`config.mk`:
```
export PLATFORM = sky130hd
export DESIGN_NAME = hk_dna_reader
export DESIGN_NICKNAME = d
export VERILOG_FILES = /design/src/rtl/hk_pkg.sv /design/src/rtl/hk_dna_clkgen.sv /design/src/rtl/hk_dna_reader.sv
export SDC_FILE = /design/constraint.sdc
export NUM_CORES = 1
export LEC_CHECK = 0
export BUFFER_PORTS_ARGS = -buffer_cell sky130_fd_sc_hd__buf_2
export CAP_MARGIN = 15
export CORE_MARGIN = 5
export CORE_UTILIZATION = 29
export DETAILED_ROUTE_END_ITERATION = 8
export PLACE_DENSITY = 0.49
export SETUP_SLACK_MARGIN = 0.15
export SYNTH_ARGS = -nofsm -noshare
export SYNTH_HDL_FRONTEND = slang
export SYNTH_HIERARCHICAL = 1
export SYNTH_SLANG_ARGS = --single-unit
```
`constraint.sdc`:
```
create_clock -name clk_i -period 3.7 [get_ports clk_i]
set_input_delay 0.74 -clock clk_i [delete_from_list [all_inputs] [get_ports clk_i]]
set_output_delay 0.74 -clock clk_i [all_outputs]
set_load 0.005 [all_outputs]
```
`src/rtl/hk_pkg.sv`:
```
// Shared constants and types for the housekeeping device-DNA reader.
package hk_pkg;

    localparam int unsigned DNA_W       = 57;
    localparam int unsigned DNA_CLK_DIV = 16;

    typedef enum logic [1:0] {
        StIdle,
        StRead,
        StShift,
        StDone
    } dna_state_t;

endpackage

```
`src/rtl/hk_dna_clkgen.sv`:
```
// Divided clock for the DNA port primitive, plus the sample and end-of-period strobes.
module hk_dna_clkgen import hk_pkg::*; #(
    parameter int unsigned CLK_DIV = DNA_CLK_DIV
) (
    input  logic clk_i,
    input  logic rstn_i,
    input  logic en_i,
    output logic dna_clk_o,
    output logic sample_o,
    output logic eop_o
);

    localparam int unsigned CW = $clog2(CLK_DIV);
    localparam logic [CW-1:0] CntMax   = CW'(CLK_DIV - 1);
    localparam logic [CW-1:0] CntHalf  = CW'(CLK_DIV / 2);
    localparam logic [CW-1:0] SampleAt = CW'(CLK_DIV / 2 - 1);

    if (CLK_DIV < 2 || (CLK_DIV % 2) != 0) begin : g_bad_div
        $error("hk_dna_clkgen: CLK_DIV must be even and >= 2");
    end

    logic [CW-1:0] cnt_q, cnt_d;
    logic          dna_clk_q;

    always_comb begin
        cnt_d = '0;
        if (en_i) begin
            cnt_d = (cnt_q == CntMax) ? '0 : cnt_q + CW'(1);
        end
    end

    // Clock is derived from the next count so it stays phase-aligned with cnt_q.
    always_ff @(posedge clk_i or negedge rstn_i) begin
        if (!rstn_i) begin
            cnt_q     <= '0;
            dna_clk_q <= 1'b0;
        end else begin
            cnt_q     <= cnt_d;
            dna_clk_q <= (cnt_d >= CntHalf);
        end
    end

    assign dna_clk_o = dna_clk_q;
    assign sample_o  = en_i && (cnt_q == SampleAt);
    assign eop_o     = en_i && (cnt_q == CntMax);

endmodule

```
`src/rtl/hk_dna_reader.sv`:
```
// Reads the FPGA device DNA serially and holds it as a parallel shadow word with a done flag.
module hk_dna_reader import hk_pkg::*; #(
    parameter int unsigned DW         = DNA_W,
    parameter int unsigned CLK_DIV    = DNA_CLK_DIV,
    parameter bit          AUTO_START = 1'b1
) (
    input  logic          clk_i,
    input  logic          rstn_i,
    input  logic          restart_i,
    output logic          dna_clk_o,
    output logic          dna_read_o,
    output logic          dna_shift_o,
    input  logic          dna_dout_i,
    output logic          busy_o,
    output logic          done_o,
    output logic [DW-1:0] value_o
);

    localparam int unsigned BW = $clog2(DW);

    dna_state_t    state_q, state_d;
    logic          first_q;
    logic          start;
    logic          en, sample, eop;
    logic [BW-1:0] bitcnt_q;
    logic          last_q;
    logic [DW-1:0] sr_q;
    logic [DW-1:0] value_q;

    hk_dna_clkgen #(
        .CLK_DIV (CLK_DIV)
    ) u_clkgen (
        .clk_i     (clk_i),
        .rstn_i    (rstn_i),
        .en_i      (en),
        .dna_clk_o (dna_clk_o),
        .sample_o  (sample),
        .eop_o     (eop)
    );

    assign start = (AUTO_START && first_q) || restart_i;

    always_ff @(posedge clk_i or negedge rstn_i) begin
        if (!rstn_i) begin
            state_q <= StIdle;
            first_q <= 1'b1;
        end else begin
            state_q <= state_d;
            first_q <= 1'b0;
        end
    end

    // restart_i is only honoured when idle or done; a busy readout is never requeued.
    always_comb begin
        state_d = state_q;
        unique case (state_q)
            StIdle, StDone: if (start)          state_d = StRead;
            StRead:         if (eop)            state_d = StShift;
            StShift:        if (eop && last_q)  state_d = StDone;
            default:                            state_d = StIdle;
        endcase
    end

    always_comb begin
        busy_o      = 1'b0;
        done_o      = 1'b0;
        dna_read_o  = 1'b0;
        dna_shift_o = 1'b0;
        unique case (state_q)
            StRead: begin
                busy_o     = 1'b1;
                dna_read_o = 1'b1;
            end
            StShift: begin
                busy_o      = 1'b1;
                dna_shift_o = 1'b1;
            end
            StDone:  done_o = 1'b1;
            default: ;
        endcase
    end

    assign en = busy_o;

    always_ff @(posedge clk_i or negedge rstn_i) begin
        if (!rstn_i) begin
            bitcnt_q <= '0;
            last_q   <= 1'b0;
            sr_q     <= '0;
            value_q  <= '0;
        end else begin
            if (state_q == StRead && eop) begin
                bitcnt_q <= '0;
                last_q   <= 1'b0;
            end else if (state_q == StShift && sample) begin
                sr_q <= {sr_q[DW-2:0], dna_dout_i};
                if (bitcnt_q == BW'(DW - 1)) begin
                    last_q <= 1'b1;
                end else begin
                    bitcnt_q <= bitcnt_q + BW'(1);
                end
            end
            // Shadow word only moves on entry to done, so a re-read never exposes partial data.
            if (state_q == StShift && eop && last_q) begin
                value_q <= sr_q;
            end
        end
    end

    assign value_o = value_q;

endmodule

```
==> impl_results.html, run 1 <==
<table>
<tr><th>Metric</th><th>Value</th></tr>
<tr><th colspan="2">STA</th></tr>
<tr><td>RSZ-0062 raised after global routing</td><td>false</td></tr>
<tr><td>Setup Skew</td><td>a little over 0.008 ns</td></tr>
<tr><td>Number of pins with negative max-slew slack in the final report</td><td>0</td></tr>
<tr><td>Highest achievable clock rate</td><td>~370 MHz</td></tr>
<tr><td>Endpoints failing setup</td><td>0</td></tr>
<tr><td>Setup tns final</td><td>0 ns</td></tr>
<tr><td>Worst rel slew slack</td><td>41.3%</td></tr>
<tr><td>Final min period</td><td>2.72 ns</td></tr>
<tr><td>Final count of hold timing violations</td><td>0</td></tr>
<tr><td>Share of the clock period used by the worst path after layout</td><td>73.4%</td></tr>
<tr><td>Post-route setup slack</td><td>0.984 ns</td></tr>
<tr><td>Worst-margin pin slew</td><td>0.881 ns</td></tr>
<tr><th colspan="2">Setup path</th></tr>
<tr><td>Most Frequent Cell on Critical Path</td><td>inv_1</td></tr>
<tr><td>Cell Chain, Critical Path</td><td>inv_1 &gt; ha_1 &gt; inv_1 &gt; nand3_1 &gt; nor2_1 &gt; nand3_4 &gt; mux2_2</td></tr>
<tr><td>Critical Path Slowest Stage Cell</td><td>nand3_4</td></tr>
<tr><td>Worst EP required</td><td>between 3 and 4 ns</td></tr>
<tr><td>Number of cells traversed by the worst register-to-register path</td><td>7</td></tr>
<tr><td>Critical path fanouts, max</td><td>57</td></tr>
<tr><td>Crit path buf inv count</td><td>2</td></tr>
<tr><td>FF-to-FF Start</td><td>state_q[0]</td></tr>
<tr><td>Top delay family on crit path</td><td>simple AND/OR/NAND/NOR gates</td></tr>
<tr><td>Logic depth of the worst path, buffers included</td><td>7</td></tr>
<tr><td>Capture point of the critical path</td><td>value_o[35]</td></tr>
<tr><td>Slack of the worst reg-to-reg path</td><td>0.98 ns</td></tr>
<tr><td>Delay contributed by the slowest stage of the critical path</td><td>0.69 ns</td></tr>
<tr><td>Critical Path Start Type</td><td>flip-flop</td></tr>
<tr><td>Crit path kind</td><td>reg2reg</td></tr>
<tr><td>Critical R2R Capture</td><td>value_o[35]</td></tr>
<tr><td>Worst setup startpoint</td><td>state_q[0]</td></tr>
<tr><td>Endpoint class of the critical path</td><td>flip-flop</td></tr>
<tr><td>Data arrival time of the critical path</td><td>3.01 ns</td></tr>
<tr><th colspan="2">Global route</th></tr>
<tr><td>Via count of the first global-routing pass</td><td>3013</td></tr>
<tr><td>Tot GR Track Use</td><td>9.52%</td></tr>
<tr><td>Largest net degree at the start of global routing</td><td>67</td></tr>
<tr><td>Grt total ovfl</td><td>0</td></tr>
<tr><td>Wire length of the first global-routing pass</td><td>15300 µm</td></tr>
<tr><td>Antenna violations before repair</td><td>0</td></tr>
<tr><th colspan="2">Synthesis</th></tr>
<tr><td>Flops &amp; latches, synth</td><td>129</td></tr>
<tr><td>Number of distinct library cell variants in the gate-level netlist after synthesis</td><td>34</td></tr>
<tr><td>Synth top area share</td><td>61.5%</td></tr>
<tr><td>Area share of and/or/nand/nor cells after synthesis</td><td>2.93%</td></tr>
<tr><td>Synth warn</td><td>6</td></tr>
<tr><td>Leading post-synthesis cells by cell area</td><td>dfrtp_1 (61%), mux2_2 (18%), mux2_4 (8.6%), buf_12 (1.5%), ha_1 (1.4%)</td></tr>
<tr><td>Cell type contributing the most total cell area after synthesis</td><td>dfrtp_1</td></tr>
<tr><td>Per-instance average area after synthesis</td><td>16.1 µm²</td></tr>
<tr><td>Number of nets produced by synthesis</td><td>333</td></tr>
<tr><td>Post-Synthesis Cell Area</td><td>0.00521 mm²</td></tr>
<tr><td>Post-Synth XOR/XNOR Area</td><td>less than 1%</td></tr>
<tr><td>Multiplexer share of the synthesized area</td><td>27.2%</td></tr>
<tr><td>Arithmetic-cell share of the synthesized area counting full adders, half adders and majority gates</td><td>1.44%</td></tr>
<tr><td>Post-synthesis compound-gate area fraction</td><td>2.67%</td></tr>
<tr><td>Dominant combinational cell family by area after synthesis</td><td>multiplexers</td></tr>
<tr><td>Post-synthesis cell count</td><td>323</td></tr>
<tr><td>Share of synthesized area occupied by flip-flops and latches</td><td>62.0%</td></tr>
<tr><th colspan="2">Routing</th></tr>
<tr><td>Routed vias/inst</td><td>between 4 and 5</td></tr>
<tr><td>Count of nets left with antenna violations after detail routing</td><td>0</td></tr>
<tr><td>Drt first pass iters</td><td>4</td></tr>
<tr><td>Average routed wire per standard cell</td><td>14.1 µm</td></tr>
<tr><td>Final wirelength</td><td>8970 µm</td></tr>
<tr><td>First-iteration detailed-routing DRC count</td><td>84</td></tr>
<tr><td>Routed via count</td><td>around 2.8k</td></tr>
<tr><td>Number of remaining DRC errors</td><td>0</td></tr>
<tr><th colspan="2">Cells and area</th></tr>
<tr><td>P&amp;R area growth vs syn</td><td>21.0%</td></tr>
<tr><td>Leading cell types in the layout, fill and taps excluded</td><td>dfrtp_1 (128), mux2_2 (84), buf_2 (64)</td></tr>
<tr><td>Antenna cell count</td><td>0</td></tr>
<tr><td>Share of cells above drive strength 1</td><td>approximately half</td></tr>
<tr><td>Most common cell after layout, fill and taps aside</td><td>dfrtp_1</td></tr>
<tr><td># nets final</td><td>406</td></tr>
<tr><td>Final-layout fill cell count</td><td>around 1.7k</td></tr>
<tr><th colspan="2">Die</th></tr>
<tr><td>Die area</td><td>0.0207 mm²</td></tr>
<tr><td>Die outline width</td><td>144 µm</td></tr>
<tr><td>Effective utilization at floorplan</td><td>29.2%</td></tr>
<tr><td>Chip Height</td><td>144 µm</td></tr>
<tr><td>Placeable Area</td><td>between 0.015 and 0.02 mm²</td></tr>
<tr><td>I/O pin total</td><td>66</td></tr>
<tr><td>Count of standard-cell rows</td><td>just under 50</td></tr>
<tr><th colspan="2">Placed design</th></tr>
<tr><td>Port Buffer Count</td><td>65</td></tr>
<tr><td>Post-detail-place hpwl</td><td>5470 µm</td></tr>
<tr><td>Global placer's final weighted congestion</td><td>0.765</td></tr>
<tr><td>Setup WS pre-CTS</td><td>0.967 ns</td></tr>
<tr><th colspan="2">Power</th></tr>
<tr><td>Max rail drop VDD</td><td>approximately 0.28 mV</td></tr>
<tr><td>Pwr Density</td><td>~530 mW/mm²</td></tr>
<tr><td>Leakage power summed over all cells</td><td>~3.3 nW</td></tr>
<tr><th colspan="2">Clock network</th></tr>
<tr><td>Clock sinks</td><td>129</td></tr>
<tr><td>Clk root buf</td><td>clkbuf_16</td></tr>
<tr><td>Number of levels the H-tree was split into</td><td>4</td></tr>
<tr><td>Hold buffer count at cts</td><td>0</td></tr>
<tr><td>Clock Pin Slew Worst Setup and Hold Paths</td><td>0.05 ns</td></tr>
<tr><td>CTS tree</td><td>yes</td></tr>
<tr><td>Number of gates resized after CTS</td><td>0</td></tr>
<tr><td>Clock buffer count from CTS</td><td>17</td></tr>
<tr><td>Worst skew pair latency</td><td>about 0.41 ns</td></tr>
<tr><td>CTS Buffer Depth</td><td>2</td></tr>
<tr><td>Number of buffers inserted by post-CTS setup repair</td><td>0</td></tr>
<tr><th colspan="2">Run status</th></tr>
<tr><td>Status</td><td>finished clean</td></tr>
<tr><th colspan="2">Hold path</th></tr>
<tr><td>Path type of the worst min-delay path</td><td>in2async</td></tr>
<tr><th colspan="2">Run</th></tr>
<tr><td>Max-cap viol count</td><td>0</td></tr>
</table>
[power by group]
group	leakage [nW]	internal, mW	switching (mW)
combinational	1.21	0.0944	0.141
sequential	1.79	1.45	0.0306
clock	0.279	1.06	0.566
total	3.28	2.60	0.737
[state kept, by name, summed over array words and instances (netlist names)]
name,count
value_o,57
state_q,2
last_q,1
first_q,1
sr_q,57
u_clkgen/cnt_q,4
u_clkgen/dna_clk_o,1
bitcnt_q,6
[kinds of logic after synthesis]
family	Yosys count
simple gates	29
compound gates	20
fa+ha+maj	6
xor+xnor	1
flops	129
other cells	1
mux	116
buf+inv	21
[how the worst min path moves through the flow]
| stage | from | to | slack, ns |
|---|---|---|---|
| after floorplan | rstn_i | bitcnt_q[0] | 0.44 |
| after global placement | u_clkgen/cnt_q[0] | u_clkgen/cnt_q[0] | 0.47 |
| after detailed placement | value_o[50] | value_o[50] | 0.49 |
| after CTS | rstn_i | sr_q[38] | 0.31 |
| after global routing | rstn_i | sr_q[38] | 0.34 |
| final | rstn_i | value_o[39] | 0.31 |
[layout make-up]
class	instances	area, µm²	share of cell area, %
inverters	8	30.0	0.476
clock buffers	28	507	8.04
repair buffers	67	372	5.89
clock inverters	4	72.6	1.15
well taps	229	287	4.54
flip-flops and latches	129	3230	51.2
multi-input cells	173	1810	28.7
[routing by layer]
metal  vias to the layer above  global-route usage (%)  wire, µm
li1                       1296                       -         -
met1                      1425                    11.5      4050
met2                        49                    14.9      4310
met3                        10                    3.74       462
met4                         0                    4.51       151
met5                         -                       0         0
[cells in the mapped netlist]
master / number
buf_4: 2
a311o_1: 1
nand3_1: 5
and3b_1: 1
and2b_1: 1
nor3_1: 1
buf_2: 3
buf_12: 4
a41oi_1: 1
nor2_1: 5
conb_1: 1
buf_6: 4
a311oi_1: 3
mux2_2: 84
or3_1: 3
nand4_1: 2
o21ai_0: 3
nand2_1: 7
a31oi_1: 3
a21oi_1: 4
ha_1: 6
a31o_2: 1
a21boi_0: 1
mux2i_1: 2
xnor2_1: 1
inv_1: 8
o32ai_1: 1
nor2_4: 1
and2_1: 3
mux2_4: 30
a211oi_1: 1
a21o_1: 1
dfrtp_1: 128
dfstp_2: 1
[worst register-to-register path, stage by stage, from the launching register on]
cell and delay, ns:
dfrtp_1 0.38, inv_1 0.07, ha_1 0.33, inv_1 0.11, nand3_1 0.10, nor2_1 0.29, nand3_4 0.69, mux2_2 0.62
[stage by stage]
stage / std cells / area, µm² / power [mW] / hold slack, ns / util [%]
floorplan: 323 / 5210 / 1.64 / 0.444 / -
global placement: 606 / 5730 / 1.73 / 0.475 / 32.1
detailed placement: 606 / 5730 / 1.74 / 0.489 / 32.1
CTS: 638 / 6300 / 3.40 / 0.315 / 35.3
global route: 638 / 6300 / 3.49 / 0.344 / 35.3
finish: 638 / 6300 / 3.34 / 0.311 / 35.3
Note: power is estimated with default switching activity, not from simulation.
==> run 2, diff against run 1 <==
--- a/config.mk
+++ b/config.mk
@@ -10,7 +10,7 @@
 export CORE_MARGIN = 5
 export CORE_UTILIZATION = 29
 export DETAILED_ROUTE_END_ITERATION = 8
-export PLACE_DENSITY = 0.49
+export PLACE_DENSITY = 0.5
 export SETUP_SLACK_MARGIN = 0.15
 export SYNTH_ARGS = -nofsm -noshare
 export SYNTH_HDL_FRONTEND = slang
==> constraint.sdc (replaced) <==
create_clock -name clk_i -period 2.2 [get_ports clk_i]
set_input_delay 0.44 -clock clk_i [delete_from_list [all_inputs] [get_ports clk_i]]
set_output_delay 0.44 -clock clk_i [all_outputs]
set_load 0.005 [all_outputs]
==> run 2 against run 1 <==
Clock skew is 0.0023 ns lower. Fmax rose by 38%. Routed wire length increased by 12%. Non-clock buffer count grew 15. Total power rose by 82%. Via count is 5.0% higher. Worst hold slack worse by 0.048 ns. Critical endpoint is now sr_q[35]. Sequential share of layout area is 2.7 points lower.
==> impl_results.html, run 2 (synthesized netlist as in run 1, its figures left out) <==
<table>
<tr><th>Metric</th><th>Value</th></tr>
<tr><th colspan="2">Run status</th></tr>
<tr><td>Status</td><td>finished clean (unchanged)</td></tr>
<tr><th colspan="2">Placed design</th></tr>
<tr><td>Setup WS pre-CTS</td><td>0.0928 ns (was 0.967 ns)</td></tr>
<tr><td>Global placer's final weighted congestion</td><td>0.758 (was 0.765)</td></tr>
<tr><td>Post-detail-place hpwl</td><td>6340 µm (was 5470 µm)</td></tr>
<tr><td>Port Buffer Count</td><td>65 (unchanged)</td></tr>
<tr><th colspan="2">STA</th></tr>
<tr><td>Setup tns final</td><td>0 ns (unchanged)</td></tr>
<tr><td>Share of the clock period used by the worst path after layout</td><td>89.5% (was 73.4%)</td></tr>
<tr><td>Number of pins with negative max-slew slack in the final report</td><td>0 (unchanged)</td></tr>
<tr><td>RSZ-0062 raised after global routing</td><td>true (was false)</td></tr>
<tr><td>Post-route setup slack</td><td>0.231 ns (was 0.984 ns)</td></tr>
<tr><td>Final count of hold timing violations</td><td>0 (unchanged)</td></tr>
<tr><td>Final min period</td><td>1.97 ns (was 2.72 ns)</td></tr>
<tr><td>Highest achievable clock rate</td><td>508 MHz (was 368 MHz)</td></tr>
<tr><td>Post-Route Hold Slack</td><td>0.263 ns (was 0.311 ns)</td></tr>
<tr><td>Endpoints failing setup</td><td>0 (unchanged)</td></tr>
<tr><td>Setup Skew</td><td>0.00585 ns (was 0.00817 ns)</td></tr>
<tr><th colspan="2">Cells and area</th></tr>
<tr><td>Antenna cell count</td><td>0 (unchanged)</td></tr>
<tr><td># nets final</td><td>421 (was 406)</td></tr>
<tr><td>Leading cell types in the layout, fill and taps excluded</td><td>dfrtp_1 (128), mux2_2 (84), buf_2 (64) (unchanged)</td></tr>
<tr><td>Final-layout fill cell count</td><td>1680 (was 1725)</td></tr>
<tr><td>P&amp;R area growth vs syn</td><td>27.7% (was 21.0%)</td></tr>
<tr><td>Sequential standard cell area</td><td>0.00323 mm² (unchanged)</td></tr>
<tr><td>Most common cell after layout, fill and taps aside</td><td>dfrtp_1 (unchanged)</td></tr>
<tr><td>Multi-input gate area</td><td>0.00185 mm² (was 0.00181 mm²)</td></tr>
<tr><td>Share of cells above drive strength 1</td><td>56.4% (was 51.3%)</td></tr>
<tr><th colspan="2">Clock network</th></tr>
<tr><td>Clk root buf</td><td>clkbuf_16 (unchanged)</td></tr>
<tr><td>Clock buffer count from CTS</td><td>17 (unchanged)</td></tr>
<tr><td>CTS Buffer Depth</td><td>2 (unchanged)</td></tr>
<tr><td>Clock sinks</td><td>129 (unchanged)</td></tr>
<tr><td>Number of levels the H-tree was split into</td><td>4 (unchanged)</td></tr>
<tr><td>CTS tree</td><td>yes (unchanged)</td></tr>
<tr><td>Worst skew pair latency</td><td>0.41 ns (about the same)</td></tr>
<tr><td>Clock Pin Slew Worst Setup and Hold Paths</td><td>0.06 ns (was 0.05 ns)</td></tr>
<tr><th colspan="2">Die</th></tr>
<tr><td>Die area</td><td>0.0207 mm² (unchanged)</td></tr>
<tr><td>Chip Height</td><td>144 µm (unchanged)</td></tr>
<tr><td>Count of standard-cell rows</td><td>49 (unchanged)</td></tr>
<tr><td>Effective utilization at floorplan</td><td>29.2% (unchanged)</td></tr>
<tr><td>I/O pin total</td><td>66 (unchanged)</td></tr>
<tr><td>Die outline width</td><td>144 µm (unchanged)</td></tr>
<tr><td>Placeable Area</td><td>0.0178 mm² (unchanged)</td></tr>
<tr><th colspan="2">Routing</th></tr>
<tr><td>First-iteration detailed-routing DRC count</td><td>72 (was 84)</td></tr>
<tr><td>Final wirelength</td><td>10000 µm (was 8970 µm)</td></tr>
<tr><td>Routed via count</td><td>2918 (was 2780)</td></tr>
<tr><td>Count of nets left with antenna violations after detail routing</td><td>0 (unchanged)</td></tr>
<tr><td>Number of remaining DRC errors</td><td>0 (unchanged)</td></tr>
<tr><td>Drt first pass iters</td><td>4 (unchanged)</td></tr>
<tr><td>Average routed wire per standard cell</td><td>15.4 µm (was 14.1 µm)</td></tr>
<tr><td>Routed vias/inst</td><td>4.47 (was 4.36)</td></tr>
<tr><th colspan="2">Setup path</th></tr>
<tr><td>Critical Path Start Type</td><td>flip-flop (unchanged)</td></tr>
<tr><td>Cell Chain, Critical Path</td><td>inv_2 &gt; ha_4 &gt; inv_4 &gt; nand3_4 &gt; nor2_4 &gt; nand2_4 &gt; nor2_4 &gt; buf_4 &gt; buf_12 &gt; mux2_2 (was inv_1 &gt; ha_1 &gt; inv_1 &gt; nand3_1 &gt; nor2_1 &gt; nand3_4 &gt; mux2_2)</td></tr>
<tr><td>Crit path kind</td><td>reg2reg (unchanged)</td></tr>
<tr><td>Most Frequent Cell on Critical Path</td><td>nor2_4 (was inv_1)</td></tr>
<tr><td>Critical path fanouts, max</td><td>16 (was 57)</td></tr>
<tr><td>Delay contributed by the slowest stage of the critical path</td><td>0.39 ns (was 0.69 ns)</td></tr>
<tr><td>Critical Path Slowest Stage Cell</td><td>dfrtp_1 (was nand3_4)</td></tr>
<tr><td>Endpoint class of the critical path</td><td>flip-flop (unchanged)</td></tr>
<tr><td>Worst EP required</td><td>2.49 ns (was 3.99 ns)</td></tr>
<tr><td>Data arrival time of the critical path</td><td>2.26 ns (was 3.01 ns)</td></tr>
<tr><th colspan="2">Power</th></tr>
<tr><td>Max rail drop VDD</td><td>0.506 mV (was 0.285 mV)</td></tr>
<tr><td>Pwr Density</td><td>915 mW/mm² (was 530 mW/mm²)</td></tr>
<tr><td>Leakage power summed over all cells</td><td>3.44 nW (was 3.28 nW)</td></tr>
<tr><th colspan="2">Hold path</th></tr>
<tr><td>Path type of the worst min-delay path</td><td>in2reg (was in2async)</td></tr>
<tr><th colspan="2">Global route</th></tr>
<tr><td>Via count of the first global-routing pass</td><td>3239 (was 3013)</td></tr>
<tr><td>Wire length of the first global-routing pass</td><td>16700 µm (was 15300 µm)</td></tr>
<tr><td>Antenna violations before repair</td><td>0 (unchanged)</td></tr>
<tr><td>Grt total ovfl</td><td>0 (unchanged)</td></tr>
<tr><td>Tot GR Track Use</td><td>10.4% (was 9.52%)</td></tr>
<tr><td>Largest net degree at the start of global routing</td><td>45 (was 67)</td></tr>
<tr><th colspan="2">Run</th></tr>
<tr><td>Max-cap viol count</td><td>0 (unchanged)</td></tr>
</table>
==> run 2: power by group <==
part,internal (mW),leakage [nW],switching (mW)
Sequential,2.43,1.79,0.0637
Clock,2.07,0.321,1.02
Combinational,0.226,1.33,0.278
==> run 2: final timing paths <==
check,slack (ns),to,cells after the start,from
worst max-delay path,0.23,sr_q[35],10,state_q[0]
worst min-delay path,0.26,sr_q[0],2,dna_dout_i
worst max register to register,0.23,sr_q[35],10,state_q[0]
worst min register to register,0.50,value_o[17],1,value_o[17]
max in group asynchronous,1.07,value_o[18],3,rstn_i
min in group asynchronous,0.53,state_q[0],2,rstn_i
==> run 2: stage by stage <==
| stage | utilization (%) | power (mW) | instances | area, µm² |
|---|---|---|---|---|
| final | 37.3 | 6.09 | 653 | 6650 |
| after global placement | 32.8 | 2.96 | 614 | 5840 |
| after CTS | 37.0 | 6.14 | 651 | 6610 |
| after detailed placement | 32.8 | 2.98 | 614 | 5840 |
| after global routing | 37.3 | 6.37 | 653 | 6650 |
| after floorplan | - | 2.80 | 323 | 5230 |
==> run 2: critical path: cells and delay by family (launching register included) <==
kind	cells	cell delay (ns)
adder cells (fa/ha/maj)	1	0.22
AND/OR/NAND/NOR	4	0.44
flip-flops	1	0.39
multiplexers	1	0.34
buffers and inverters	4	0.47
==> run 2: layer usage <==
layer / global-route usage (%) / wire [µm]
met1: 13.0 / 4470
met2: 16.4 / 4900
met5: 0 / 0
met4: 4.96 / 179
met3: 3.51 / 470
==> run 2: cell type report <==
type                    count  share of cell area (%)
clock buffers              23                    7.63
clock inverters             9                    2.26
inverters                   8                   0.489
multi-input cells         173                    27.8
flip-flops and latches    129                    48.5
well taps                 229                    4.31
repair buffers             82                    8.93
==> run 2: what timing repair did <==
action                                  in CTS  in global routing
hold endpoints to repair                    41                  0
endpoints found under the setup margin      25                 56
pin swaps                                    2                  3
hold buffers                                 1                  0
cloned                                       1                  1
gates resized for setup                      6                  5
setup buffers                                3                  1
